[src/rtl/legv8_isa_pkg.sv]
// LEGv8 ISA constants shared by the encoder/loader and the opcode decoder.
// Holds the op enum, opcode prefixes, field positions and immediate limits.
package legv8_isa_pkg;

  typedef enum logic [3:0] {
    OP_LDUR = 4'd0,
    OP_STUR = 4'd1,
    OP_ADD  = 4'd2,
    OP_SUB  = 4'd3,
    OP_AND  = 4'd4,
    OP_ORR  = 4'd5,
    OP_ORRI = 4'd6,
    OP_LSL  = 4'd7,
    OP_CBZ  = 4'd8,
    OP_B    = 4'd9
  } op_e;

  typedef enum logic [1:0] {
    S_IDLE,
    S_ENC,
    S_WRITE
  } ldr_state_e;

  localparam logic [10:0] OPC_LDUR = 11'b11111000010;
  localparam logic [10:0] OPC_STUR = 11'b11111000000;
  localparam logic [10:0] OPC_ADD  = 11'b10001011000;
  localparam logic [10:0] OPC_SUB  = 11'b11001011000;
  localparam logic [10:0] OPC_AND  = 11'b10001010000;
  localparam logic [10:0] OPC_ORR  = 11'b10101010000;
  localparam logic [10:0] OPC_LSL  = 11'b11010011011;
  localparam logic [9:0]  OPC_ORRI = 10'b1011001000;
  localparam logic [7:0]  OPC_CBZ  = 8'b10110100;
  localparam logic [5:0]  OPC_B    = 6'b000101;

  localparam int OPC_LSB    = 21;
  localparam int RM_LSB     = 16;
  localparam int SHAMT_LSB  = 10;
  localparam int RN_LSB     = 5;
  localparam int RD_LSB     = 0;
  localparam int D_IMM_LSB  = 12;
  localparam int I_IMM_LSB  = 10;
  localparam int CB_IMM_LSB = 5;

  localparam int D_IMM_MIN  = -256;
  localparam int D_IMM_MAX  = 255;
  localparam int I_IMM_MAX  = 4095;
  localparam int CB_IMM_MIN = -(1 << 18);
  localparam int CB_IMM_MAX = (1 << 18) - 1;

endpackage

[src/rtl/legv8_instr_encoder_loader_if.sv]
// Field handshake plus instruction-memory write port of the loader.
// master: program source / memory side; slave: the loader.
interface legv8_instr_encoder_loader_if #(
  parameter int ADDR_W = 64
);
  logic              in_valid;
  logic              in_ready;
  logic [3:0]        op;
  logic [4:0]        rd;
  logic [4:0]        rn;
  logic [4:0]        rm;
  logic [5:0]        shamt;
  logic [25:0]       imm;
  logic              mem_wr_en;
  logic [ADDR_W-1:0] mem_addr;
  logic [31:0]       mem_wdata;
  logic              mem_ack;

  modport master (
    output in_valid, op, rd, rn, rm,
    output shamt, imm, mem_ack,
    input  in_ready, mem_wr_en,
    input  mem_addr, mem_wdata
  );

  modport slave (
    input  in_valid, op, rd, rn, rm,
    input  shamt, imm, mem_ack,
    output in_ready, mem_wr_en,
    output mem_addr, mem_wdata
  );
endinterface

[src/rtl/legv8_instr_pack.sv]
// Combinational LEGv8 field packer: op/rd/rn/rm/shamt/imm in, word/err out.
// err flags an illegal op or an immediate outside its format's range.
module legv8_instr_pack
  import legv8_isa_pkg::*;
(
  input  logic [3:0]  op,
  input  logic [4:0]  rd,
  input  logic [4:0]  rn,
  input  logic [4:0]  rm,
  input  logic [5:0]  shamt,
  input  logic [25:0] imm,
  output logic [31:0] word,
  output logic        err
);

  logic signed [31:0] simm;
  assign simm = {{6{imm[25]}}, imm};

  always_comb begin
    word = '0;
    err  = 1'b0;
    unique case (op)
      OP_LDUR, OP_STUR: begin
        word = {(op == OP_LDUR) ? OPC_LDUR : OPC_STUR,
                imm[8:0], 2'b00, rn, rd};
        err  = (simm < D_IMM_MIN) || (simm > D_IMM_MAX);
      end
      OP_ADD: word = {OPC_ADD, rm, 6'd0, rn, rd};
      OP_SUB: word = {OPC_SUB, rm, 6'd0, rn, rd};
      OP_AND: word = {OPC_AND, rm, 6'd0, rn, rd};
      OP_ORR: word = {OPC_ORR, rm, 6'd0, rn, rd};
      OP_LSL: word = {OPC_LSL, 5'd0, shamt, rn, rd};
      OP_ORRI: begin
        word = {OPC_ORRI, imm[11:0], rn, rd};
        err  = imm > 26'(I_IMM_MAX);
      end
      OP_CBZ: begin
        word = {OPC_CBZ, imm[18:0], rd};
        err  = (simm < CB_IMM_MIN) || (simm > CB_IMM_MAX);
      end
      OP_B: word = {OPC_B, imm};
      default: err = 1'b1;
    endcase
  end

endmodule

[src/rtl/legv8_instr_encoder_loader.sv]
// Encodes symbolic LEGv8 instructions and writes them to instruction memory.
// Ports: CLK, resetl, clear, base_addr, bus (slave), err, full, word_count; checksum under LOADER_CHECKSUM_EN.
module legv8_instr_encoder_loader
  import legv8_isa_pkg::*;
#(
  parameter  int ADDR_W      = 64,
  parameter  int DEPTH_WORDS = 64,
  localparam int CW          = $clog2(DEPTH_WORDS) + 1
) (
  input  logic              CLK,
  input  logic              resetl,
  input  logic              clear,
  input  logic [ADDR_W-1:0] base_addr,
  legv8_instr_encoder_loader_if.slave bus,
  output logic              err,
  output logic              full,
  output logic [CW-1:0]     word_count
`ifdef LOADER_CHECKSUM_EN
  ,
  output logic [31:0]       checksum
`endif
);

  ldr_state_e        state;
  logic              live;
  logic              in_ready_q;
  logic              wr_en_q;
  logic [ADDR_W-1:0] addr_q;
  logic [31:0]       wdata_q;
  logic [3:0]        op_q;
  logic [4:0]        rd_q;
  logic [4:0]        rn_q;
  logic [4:0]        rm_q;
  logic [5:0]        shamt_q;
  logic [25:0]       imm_q;
  logic [31:0]       pk_word;
  logic              pk_err;
  logic [CW-1:0]     cnt_nxt;

  assign bus.in_ready  = in_ready_q;
  assign bus.mem_wr_en = wr_en_q;
  assign bus.mem_addr  = addr_q;
  assign bus.mem_wdata = wdata_q;
  assign cnt_nxt       = word_count + 1'b1;

  legv8_instr_pack u_pack (
    .op    (op_q),
    .rd    (rd_q),
    .rn    (rn_q),
    .rm    (rm_q),
    .shamt (shamt_q),
    .imm   (imm_q),
    .word  (pk_word),
    .err   (pk_err)
  );

  // live marks the first edge after reset release, when the
  // pointer is loaded from base_addr and in_ready comes up.
  always_ff @(posedge CLK or negedge resetl) begin
    if (!resetl) begin
      state      <= S_IDLE;
      live       <= 1'b0;
      in_ready_q <= 1'b0;
      wr_en_q    <= 1'b0;
      addr_q     <= '0;
      wdata_q    <= '0;
      err        <= 1'b0;
      full       <= 1'b0;
      word_count <= '0;
      op_q       <= '0;
      rd_q       <= '0;
      rn_q       <= '0;
      rm_q       <= '0;
      shamt_q    <= '0;
      imm_q      <= '0;
`ifdef LOADER_CHECKSUM_EN
      checksum   <= '0;
`endif
    end else begin
      err <= 1'b0;
      if (!live || clear) begin
        live       <= 1'b1;
        state      <= S_IDLE;
        in_ready_q <= 1'b1;
        wr_en_q    <= 1'b0;
        addr_q     <= base_addr;
        full       <= 1'b0;
        word_count <= '0;
`ifdef LOADER_CHECKSUM_EN
        checksum   <= '0;
`endif
      end else begin
        unique case (state)
          S_IDLE: begin
            if (bus.in_valid && in_ready_q) begin
              op_q       <= bus.op;
              rd_q       <= bus.rd;
              rn_q       <= bus.rn;
              rm_q       <= bus.rm;
              shamt_q    <= bus.shamt;
              imm_q      <= bus.imm;
              in_ready_q <= 1'b0;
              state      <= S_ENC;
            end
          end
          S_ENC: begin
            if (pk_err) begin
              err        <= 1'b1;
              in_ready_q <= !full;
              state      <= S_IDLE;
            end else begin
              wr_en_q <= 1'b1;
              wdata_q <= pk_word;
              state   <= S_WRITE;
            end
          end
          S_WRITE: begin
            if (bus.mem_ack) begin
              wr_en_q    <= 1'b0;
              addr_q     <= addr_q + ADDR_W'(4);
              word_count <= cnt_nxt;
              full       <= cnt_nxt == CW'(DEPTH_WORDS);
              in_ready_q <= cnt_nxt != CW'(DEPTH_WORDS);
`ifdef LOADER_CHECKSUM_EN
              checksum   <= checksum ^ wdata_q;
`endif
              state      <= S_IDLE;
            end
          end
          default: state <= S_IDLE;
        endcase
      end
    end
  end

endmodule

[src/flat_wrapper.sv]
// flat-port wrapper written by rule: the top's interface ports become plain ports
module legv8_instr_encoder_loader_flat import legv8_isa_pkg::*;
#(
  parameter  int ADDR_W      = 64,
  parameter  int DEPTH_WORDS = 64,
  localparam int CW          = $clog2(DEPTH_WORDS) + 1
)
  (CLK, resetl, clear, base_addr, err, full, word_count, bus_in_valid, bus_op, bus_rd, bus_rn, bus_rm, bus_shamt, bus_imm, bus_mem_ack, bus_in_ready, bus_mem_wr_en, bus_mem_addr, bus_mem_wdata);
  legv8_instr_encoder_loader_if #(.ADDR_W(ADDR_W)) bus_i ();
  input  logic CLK;
  input  logic resetl;
  input  logic clear;
  input  logic [ADDR_W-1:0] base_addr;
  output logic err;
  output logic full;
  output logic [CW-1:0] word_count;
  input wire logic [$bits(bus_i.in_valid)-1:0] bus_in_valid;
  input wire logic [$bits(bus_i.op)-1:0] bus_op;
  input wire logic [$bits(bus_i.rd)-1:0] bus_rd;
  input wire logic [$bits(bus_i.rn)-1:0] bus_rn;
  input wire logic [$bits(bus_i.rm)-1:0] bus_rm;
  input wire logic [$bits(bus_i.shamt)-1:0] bus_shamt;
  input wire logic [$bits(bus_i.imm)-1:0] bus_imm;
  input wire logic [$bits(bus_i.mem_ack)-1:0] bus_mem_ack;
  output wire logic [$bits(bus_i.in_ready)-1:0] bus_in_ready;
  output wire logic [$bits(bus_i.mem_wr_en)-1:0] bus_mem_wr_en;
  output wire logic [$bits(bus_i.mem_addr)-1:0] bus_mem_addr;
  output wire logic [$bits(bus_i.mem_wdata)-1:0] bus_mem_wdata;
  assign bus_i.in_valid = bus_in_valid;
  assign bus_i.op = bus_op;
  assign bus_i.rd = bus_rd;
  assign bus_i.rn = bus_rn;
  assign bus_i.rm = bus_rm;
  assign bus_i.shamt = bus_shamt;
  assign bus_i.imm = bus_imm;
  assign bus_i.mem_ack = bus_mem_ack;
  assign bus_in_ready = bus_i.in_ready;
  assign bus_mem_wr_en = bus_i.mem_wr_en;
  assign bus_mem_addr = bus_i.mem_addr;
  assign bus_mem_wdata = bus_i.mem_wdata;
  legv8_instr_encoder_loader #(.ADDR_W(ADDR_W), .DEPTH_WORDS(DEPTH_WORDS)) u_core (.CLK(CLK), .resetl(resetl), .clear(clear), .base_addr(base_addr), .bus(bus_i), .err(err), .full(full), .word_count(word_count));
endmodule
[config.mk]
export PLATFORM = sky130hd
export DESIGN_NAME = legv8_instr_encoder_loader_flat
export DESIGN_NICKNAME = d
export VERILOG_FILES = /design/src/rtl/legv8_isa_pkg.sv /design/src/rtl/legv8_instr_encoder_loader_if.sv /design/src/rtl/legv8_instr_pack.sv /design/src/rtl/legv8_instr_encoder_loader.sv /design/src/flat_wrapper.sv
export SDC_FILE = /design/constraint.sdc
export NUM_CORES = 1
export LEC_CHECK = 0
export BUFFER_PORTS_ARGS = -buffer_cell sky130_fd_sc_hd__buf_2
export CELL_PAD_IN_SITES_DETAIL_PLACEMENT = 1
export CELL_PAD_IN_SITES_GLOBAL_PLACEMENT = 1
export CORE_UTILIZATION = 25
export CTS_BUF_LIST = sky130_fd_sc_hd__clkbuf_16
export CTS_CLUSTER_DIAMETER = 50
export DETAILED_ROUTE_END_ITERATION = 8
export GPL_TIMING_DRIVEN = 0
export PLACE_DENSITY_LB_ADDON = 0.1
export RECOVER_POWER = 100
export SYNTH_ARGS = -nofsm -noshare
export SYNTH_HDL_FRONTEND = slang
export SYNTH_HIERARCHICAL = 1
export SYNTH_SLANG_ARGS = --single-unit
[constraint.sdc]
create_clock -name CLK -period 5.3 [get_ports CLK]
set_clock_uncertainty 0.2 [all_clocks]
set_input_delay 0.795 -clock CLK [delete_from_list [all_inputs] [get_ports CLK]]
set_output_delay 0.795 -clock CLK [all_outputs]
set_load 0.02 [all_outputs]
==> results of run 1 <==
==> worst register-to-register path, delay by kind of cell (launching register included) <==
family | cells | cell delay [ns]
AO/OA/AOI/OAI | 2 | 0.47
flip-flops | 1 | 0.38
buffers and inverters | 3 | 1.13
AND/OR/NAND/NOR | 5 | 1.33
multiplexers | 1 | 0.42
==> layer usage <==
metal,global-route usage,vias up,part of all wire
met5,0,-,0.00082
met4,0.0570,4,0.016
met3,0.0479,32,0.061
met2,0.298,174,0.48
met1,0.231,3724,0.44
li1,-,3524,-
==> metrics by stage <==
step,hold WS (ns),util,total power [W],instances,area [µm²]
floorplan,0.279,-,0.00236,828,8420
global placement,0.252,0.308,0.00283,1496,10100
detailed placement,0.253,0.309,0.00285,1497,10100
CTS,0.127,0.326,0.00412,1528,10700
global route,0.105,0.320,0.00425,1529,10500
finish,0.0836,0.320,0.00400,1534,10500
==> path summary, 6_finish.rpt <==
path	cells past startpoint	slack, ns	startpoint	endpoint
worst max register to register	11	1.26	u_core/op_q[2]	u_core/bus.mem_wdata[15]
worst min-delay path	1	0.08	resetl	u_core/bus.mem_addr[54]
min in group CLK	2	0.27	u_core/bus.mem_addr[1]	u_core/bus.mem_addr[1]
worst max-delay path	11	1.26	u_core/op_q[2]	u_core/bus.mem_wdata[15]
max in group asynchronous	2	2.03	resetl	u_core/bus.mem_wdata[24]
worst min register to register	2	0.27	u_core/bus.mem_addr[1]	u_core/bus.mem_addr[1]
==> cell usage in the layout, fill, tap and decap left out, types with 13 or more instances in the layout <==
master,instances
a21oi_1,24
a31oi_1,25
buf_2,122
clkbuf_1,140
clkbuf_16,17
dfrtp_1,161
inv_1,16
mux2_2,84
nand2_1,90
nand3_1,26
nand4_1,37
nor2_1,52
o21ai_0,57
or3_1,15
or4_1,13
xnor2_1,18
xor2_1,25
==> logic make-up after synthesis <==
family          count (synthesis)
fa+ha+maj                       5
buf+inv                        59
simple gates                  304
mux                            91
other cells                     1
xor+xnor                       43
compound gates                164
flops                         161
==> cell type report <==
type,instances,area (µm²)
Inverter,17,63.8
Multi-Input combinational cell,608,4100
Fill cell,3892,22300
Antenna cell,6,15.0
Tap cell,442,553
Timing Repair Buffer,227,1010
Clock inverter,14,144
Sequential cell,161,4030
Clock buffer,17,425
Buffer,42,190
==> power groups by stage <==
stage | Clock, W | Sequential, W | Combinational, W
finish | 0.00124 | 0.00171 | 0.00105
global route | 0.00133 | 0.00175 | 0.00116
CTS | 0.00129 | 0.00171 | 0.00112
detailed placement | 0 | 0.00173 | 0.00111
global placement | 0 | 0.00173 | 0.00110
floorplan | 0 | 0.00179 | 0.000572
==> sequential cells by signal, summed over array words and instances, names as in the netlist <==
signal / flops
u_core/rm_q: 5
u_core/bus.mem_wdata: 32
u_core/shamt_q: 6
u_core/imm_q: 26
u_core/bus.in_ready: 1
u_core/full: 1
u_core/rd_q: 5
u_core/bus.mem_addr: 64
u_core/word_count: 7
u_core/op_q: 4
u_core/err: 1
u_core/rn_q: 5
u_core/state: 2
u_core/bus.mem_wr_en: 1
u_core/live: 1
==> reports/results.tsv, run 1 <==
metric	value	unit
status	finished with violations	
failing checks	capacitance limit, slew limit	
later-pin clock latency in the skew report	0.44	ns
Startpoint Class	flip-flop	
Max-Cap Viols	1	
Area growth syn-to-layout	25.0	%
Yosys top cell area share	0.478	
worst setup margin	1.26	ns
die area	34400	µm²
CP required	5.42	ns
Worst Setup End Kind	flip-flop	
Syn Area/Cell	10.2	µm²
setup TNS	0	ns
Clock power frac	0.310	
die height	186	µm
Slowest-stage cell, CP	clkbuf_1	
CP max stage delay	0.58	ns
PwrDens	380	nW/µm²
# DRC	0	
Min Clock Period, post-route	4.04	ns
Reg power frac	0.428	
Syn Nets	953	
prevailing post-synth register cell	dfrtp_1	
fraction of layout cells with a size suffix above 1	0.247	
post-DP HPWL	22700	µm
CTS max path bufs	2	
Worst Max-Slew Pin Slew	2.44	ns
Yosys reg bits	161	
Initial Util	0.256	
Post-synth EDFFs	0	
max_slew headroom	-0.624	
Combinational Power Share	0.262	
multiplexer area fraction after synthesis	0.121	
family with the most delay on the worst path	simple AND/OR/NAND/NOR gates	
Post-Route WL	30500	µm
Max VDD drop	0.223	mV
XOR/XNOR Fraction of Synth Area	0.0447	
endpoints failing hold	0	
port bufs	226	
TritonCTS clock tree	built	
largest net degree at the start of global routing	94	
pins over their slew limit	94	
Vias/cell	4.86	
largest family of logic cells by synthesized area	simple AND/OR/NAND/NOR gates	
drt first pass iters	4	
nets	1199	
Synth cell types	67	
RSZ-0062 raised after global routing	false	
# H-tree levels	4	
Tcrit/Tclk final	0.762	
Peak Freq	247	MHz
P_sw	0.00143	W
core area	32900	µm²
Leakage	4.35	nW
vias in the first global route	7770	
Cell Area, Synth	8420	µm²
DRT antenna net count	0	
critical path arrival	4.17	ns
most frequent cell after synthesis	dfrtp_1	
grt ovf	0	
YS warnings	6	
cells resized by post-CTS repair	0	
initial DRC count	250	
die width	186	µm
leading area contributor after synthesis	dfrtp_1	
CP max FO	10	
Buffers & Inverters on Critical Path	3	
number of buffers created by CTS	17	
Post-synth top cells	dfrtp_1 (161), nand2_1 (89), mux2_2 (84)	
Synth Area in Compound Gates	0.122	
sequential-to-total area share from yosys stat	0.478	
Top cell by count, worst path	clkbuf_1	
row count	66	
P_int	0.00257	W
gr usage total	0.181	
Root Buffer	clkbuf_16	
post-CTS setup buffer count	0	
hold_buf cts	0	
worst slack at placement	1.23	ns
CP Class	flip-flop to flip-flop	
post-synthesis simple-gate area fraction	0.194	
first-pass GRT wire length	46500	µm
CP cell instances	clkbuf_1 -> nor2b_1 -> nand2_1 -> nor2_1 -> a221oi_2 -> o21ai_0 -> nor2b_1 -> and2_1 -> clkbuf_1 -> clkbuf_1 -> mux2_2	
IO Count	227	
# setup viols final	0	
Post-synth ARST share	1.00	
via count	7458	
Sw Share	0.357	
top cells by area, synth	dfrtp_1 (48%), mux2_2 (11%), nand2_1 (4.0%), o21ai_0 (3.3%), nand4_1 (2.7%)	
placer congestion estimate	0.760	
Post-Synth Adder-Cell Area	0.00743	
Clock Pin Slew Worst Setup and Hold Paths	0.07	ns
worst hold-check path type	primary input to asynchronous set/reset pin	
initial antenna violation count	7	
Cells after Synth	828	
Sink Count	161	
Routed WL per cell	19.9	µm
Power figures use the tool's default switching activity.
==> run 2: changes to the inputs <==
==> constraint.sdc (replaced) <==
create_clock -name CLK -period 3.35 [get_ports CLK]
set_clock_uncertainty 0.2 [all_clocks]
set_input_delay 0.5025 -clock CLK [delete_from_list [all_inputs] [get_ports CLK]]
set_output_delay 0.5025 -clock CLK [all_outputs]
set_load 0.02 [all_outputs]
==> reports/results.tsv, run 2 (synthesis gave the netlist of run 1 again) <==
metric	value	unit
dpl cells	1497	
failing checks	capacitance limit, slew limit	
PwrDens	597	nW/µm²
fraction of layout cells with a size suffix above 1	0.261	
Largest register FFs	64	
post-route insts no fill	1542	
worst hold-check path type	primary input to flip-flop	
vias in the first global route	7779	
FILL cells	3890	
Worst Hold Depth	3	
worst setup margin	0.187	ns
die height	186	µm
P_int	0.00409	W
area of the multi-input gates	4120	µm²
core area	32900	µm²
Max-Cap Viols	1	
Sw Share	0.357	
# setup viols final	0	
# DRC	0	
setup TNS	0	ns
post-DP HPWL	22700	µm
Tcrit/Tclk final	0.944	
later-pin clock latency in the skew report	0.44	ns
Vias/cell	4.84	
critical path arrival	3.29	ns
commonest non-fill, non-tap cell in the layout	dfrtp_1	
Worst Setup End Kind	flip-flop	
Area growth syn-to-layout	26.5	%
Min Clock Period, post-route	3.16	ns
Clock Pin Slew Worst Setup and Hold Paths	0.07	ns
initial antenna violation count	7	
placer congestion estimate	0.760	
via count	7463	
Worst Max-Slew Pin Slew	2.01	ns
Startpoint Class	flip-flop	
R2R cell count	8	
pins over their slew limit	69	
endpoints failing hold	0	
CP Class	flip-flop to flip-flop	
port bufs	226	
gr usage total	0.182	
first-pass GRT wire length	46700	µm
drt first pass iters	4	
TritonCTS clock tree	built	
Combinational Power Share	0.264	
Reg power frac	0.426	
die width	186	µm
number of buffers created by CTS	17	
Initial Util	0.256	
nets	1207	
worst slack at placement	-0.652	ns
Leakage	4.43	nW
status	finished with violations	
largest net degree at the start of global routing	94	
max_slew headroom	-0.338	
register area	4030	µm²
die area	34400	µm²
Post-Route WL	30700	µm
Sink Count	161	
Peak Freq	316	MHz
Routed WL per cell	19.9	µm
RSZ-0062 raised after global routing	false	
CP required	3.48	ns
# H-tree levels	4	
total power	0.00636	W
most frequent cells in the layout	dfrtp_1 (161), clkbuf_1 (134), buf_2 (122)	
grt ovf	0	
Max VDD drop	0.351	mV
initial DRC count	231	
CTS max path bufs	2	
P_sw	0.00227	W
worst hold endpoint	u_core/bus.mem_addr[20]	
IO Count	227	
row count	66	
Root Buffer	clkbuf_16	
reg-to-reg critical path endpoint	u_core/bus.mem_wdata[15]	
R2R Path Start	u_core/imm_q[8]	
DRT antenna net count	0	
Clock power frac	0.310	
CP max FO	10	
hold_sp	base_addr[20]	
R2R Setup Slk	0.19	ns
==> run 2: per-layer routing <==
metal,GRT usage,vias up,routed length (µm)
met3,0.0479,34,1800
met4,0.0570,4,535
li1,-,3534,-
met2,0.300,169,14500
met1,0.232,3722,13800
met5,0,-,25
==> run 2: worst max path at each step <==
stage / cells past startpoint / endpoint / from / slack (ns)
3_5_place_dp: 8 / u_core/bus.mem_addr[62] / u_core/state[0] / -0.65
6_report: 8 / u_core/bus.mem_wdata[15] / u_core/imm_q[8] / 0.19
2_1_floorplan: 10 / u_core/bus.mem_wdata[10] / u_core/op_q[2] / 0.60
4_1_cts: 7 / u_core/bus.mem_addr[62] / u_core/bus.mem_addr[3] / 0.004
3_3_place_gp: 1 / u_core/rd_q[1] / resetl / -1.38
5_1_grt: 11 / u_core/bus.mem_wdata[19] / u_core/op_q[2] / 0.004
==> run 2: layout make-up <==
class / count / share of cell area
repair buffers: 235 / 0.102
multi-input cells: 608 / 0.386
inverters: 17 / 0.00599
well taps: 442 / 0.0519
clock inverters: 14 / 0.0135
clock buffers: 17 / 0.0399
diodes: 6 / 0.00141
plain buffers: 42 / 0.0204
flip-flops and latches: 161 / 0.378
==> run 2: power groups by stage <==
stage	logic (W)	clock network (W)	registers, W
3_3_place_gp	0.00174	0	0.00274
2_1_floorplan	0.000904	0	0.00284
6_report	0.00168	0.00197	0.00271
3_5_place_dp	0.00176	0	0.00274
4_1_cts	0.00177	0.00205	0.00271
5_1_grt	0.00185	0.00211	0.00278
==> run 2: what timing repair did <==
action | 4_1_cts | 5_1_grt
setup endpoints to repair | 51 | 35
cloned | 0 | 0
pin swaps | 2 | 1
hold buffers | 1 | 0
setup buffers | 2 | 5
hold endpoints to repair | 68 | 0
gates resized for setup | 4 | 9
==> run 2: critical path, cell delays in order (launching register included) <==
cell,delay (ns)
dfrtp_1,0.50
or4_1,0.56
o31ai_1,0.22
o21ai_1,0.15
nor2b_1,0.24
and2_1,0.16
clkbuf_1,0.30
clkbuf_4,0.34
mux2_2,0.36
==> run 2: metrics by stage <==
step                      utilization  area [µm²]  hold WS [ns]
final                           0.324       10700        0.0654
after global routing            0.324       10600        0.0540
after CTS                       0.327       10800        0.0401
after detailed placement        0.309       10100         0.253
after global placement          0.308       10100         0.252
after floorplan                     -        8420       0.00691
==> run 3: changes to the inputs <==
--- a/config.mk
+++ b/config.mk
@@ -6,9 +6,9 @@
 export NUM_CORES = 1
 export LEC_CHECK = 0
 export BUFFER_PORTS_ARGS = -buffer_cell sky130_fd_sc_hd__buf_2
-export CELL_PAD_IN_SITES_DETAIL_PLACEMENT = 1
+export CELL_PAD_IN_SITES_DETAIL_PLACEMENT = 0
 export CELL_PAD_IN_SITES_GLOBAL_PLACEMENT = 1
-export CORE_UTILIZATION = 25
+export CORE_UTILIZATION = 37
 export CTS_BUF_LIST = sky130_fd_sc_hd__clkbuf_16
 export CTS_CLUSTER_DIAMETER = 50
 export DETAILED_ROUTE_END_ITERATION = 8
==> reports/results.tsv, run 3 (synthesis gave the netlist of run 1 again) <==
metric	value	unit
Sink Count	161	
FILL cells	2228	
pins over their slew limit	0	
row count	54	
Startpoint Class	flip-flop	
Leakage	4.41	nW
endpoints failing hold	0	
Post-Route WL	25800	µm
Combinational Power Share	0.259	
RSZ-0062 raised after global routing	false	
initial DRC count	341	
Largest register FFs	64	
Core Util, Final	0.472	
Routed WL per cell	18.8	µm
die area	23400	µm²
Min Clock Period, post-route	3.16	ns
# DRC	0	
die width	153	µm
PwrDens	608	nW/µm²
initial antenna violation count	1	
largest net degree at the start of global routing	109	
# setup viols final	0	
Worst Setup End Kind	flip-flop	
grt ovf	0	
Peak Freq	316	MHz
# H-tree levels	4	
worst hold endpoint	u_core/bus.mem_addr[18]	
R2R Setup Slk	0.19	ns
later-pin clock latency in the skew report	0.43	ns
Clock Pin Slew Worst Setup and Hold Paths	0.07	ns
number of buffers created by CTS	17	
TritonCTS clock tree	built	
Tcrit/Tclk final	0.944	
CP Class	flip-flop to flip-flop	
CP required	3.49	ns
hold_sp	base_addr[18]	
Reg power frac	0.425	
Initial Util	0.381	
Worst Hold Depth	3	
nets	1201	
via count	7360	
Max VDD drop	0.458	mV
DRT antenna net count	0	
post-DP HPWL	19100	µm
port bufs	226	
Max-Cap Viols	0	
Area growth syn-to-layout	23.7	%
CP max FO	10	
total power	0.00633	W
first-pass GRT wire length	40600	µm
Vias/cell	5.38	
fraction of layout cells with a size suffix above 1	0.258	
critical path arrival	3.30	ns
worst hold-check path type	primary input to flip-flop	
IO Count	227	
drt first pass iters	6	
vias in the first global route	7198	
Root Buffer	clkbuf_16	
P_sw	0.00222	W
Sw Share	0.351	
commonest non-fill, non-tap cell in the layout	dfrtp_1	
most frequent cells in the layout	dfrtp_1 (161), clkbuf_1 (133), buf_2 (122)	
status	finished, final reports clean	
CTS max path bufs	2	
Worst Max-Slew Pin Slew	1.41	ns
core area	22100	µm²
R2R cell count	9	
reg-to-reg critical path endpoint	u_core/bus.mem_addr[62]	
placer congestion estimate	0.809	
die height	153	µm
P_int	0.00411	W
max_slew headroom	0.0611	
Clock power frac	0.316	
R2R Path Start	u_core/state[0]	
gr usage total	0.225	
[run 3: changes by cell type in the layout (fill, tap and decap cells not counted), sizes merged]
| cell | previous run | this run |
|---|---|---|
| clkinv | 11 | 2 |
| inv | 17 | 24 |
| diode | 6 | 1 |
| buf | 136 | 132 |
| clkbuf | 157 | 155 |
| clkinvlp | 1 | 3 |
[run 3: routing by layer]
layer	up-vias	GRT usage	part of all wire
li1	3534	-	-
met2	224	0.371	0.47
met4	2	0.0544	0.013
met3	26	0.0607	0.054
met5	-	0	0.00050
met1	3574	0.292	0.46
[run 3: worst max path at each step]
| stage | to | depth (start not counted) | slack [ns] | startpoint |
|---|---|---|---|---|
| after detailed placement | u_core/bus.mem_addr[62] | 8 | -0.33 | u_core/state[0] |
| after global placement | u_core/word_count[5] | 1 | -1.11 | resetl |
| after floorplan | u_core/bus.mem_wdata[10] | 10 | 0.60 | u_core/op_q[2] |
| final | u_core/bus.mem_addr[62] | 9 | 0.19 | u_core/state[0] |
| after CTS | u_core/bus.mem_wdata[27] | 9 | 0.09 | u_core/imm_q[18] |
| after global routing | u_core/bus.mem_addr[62] | 9 | 0.009 | u_core/state[0] |
[run 3: critical path, stage by stage, from the launching register on]
cell      delay, ns
dfrtp_1        0.39
inv_1          0.11
ha_1           0.34
nand2_1        0.32
nor4_4         0.34
buf_4          0.18
nand4_1        0.18
clkbuf_1       0.28
or4_1          0.54
a31oi_1        0.19
[run 3: stage by stage]
stage	instances	worst slack, ns	TNS [ns]	hold WS [ns]	cell area, µm²
2_1_floorplan	828	0.601	0	0.00691	8420
3_3_place_gp	1334	-1.11	-178.71	0.248	9900
3_5_place_dp	1335	-0.326	-2.81	0.251	9940
4_1_cts	1367	0.0941	0	0.0637	10600
5_1_grt	1368	0.00853	0	0.0621	10400
6_report	1369	0.189	0	0.0706	10400
[run 3: power groups by stage]
stage	clock, W	combinational [W]	sequential (W)
detailed placement	0	0.00171	0.00272
CTS	0.00205	0.00171	0.00268
finish	0.00200	0.00164	0.00269
global placement	0	0.00169	0.00271
global route	0.00214	0.00179	0.00275
floorplan	0	0.000904	0.00284
[run 3: cell type report]
cell class | count | area, µm² | share of cell area
Antenna cell | 1 | 2.50 | 0.000240
Buffer | 41 | 213 | 0.0204
Clock buffer | 17 | 425 | 0.0408
Clock inverter | 14 | 169 | 0.0162
Inverter | 17 | 63.8 | 0.00612
Multi-Input combinational cell | 608 | 4130 | 0.397
Sequential cell | 161 | 4030 | 0.387
Tap cell | 280 | 350 | 0.0336
Timing Repair Buffer | 230 | 1030 | 0.0992
[run 3: timing repair]
item / 4_1_cts / 5_1_grt
hold endpoints to repair: 53 / 0
resized for setup: 5 / 6
hold buffers: 1 / 0
setup buffers: 0 / 2
setup endpoints to repair: 43 / 30
pin swaps: 1 / 2
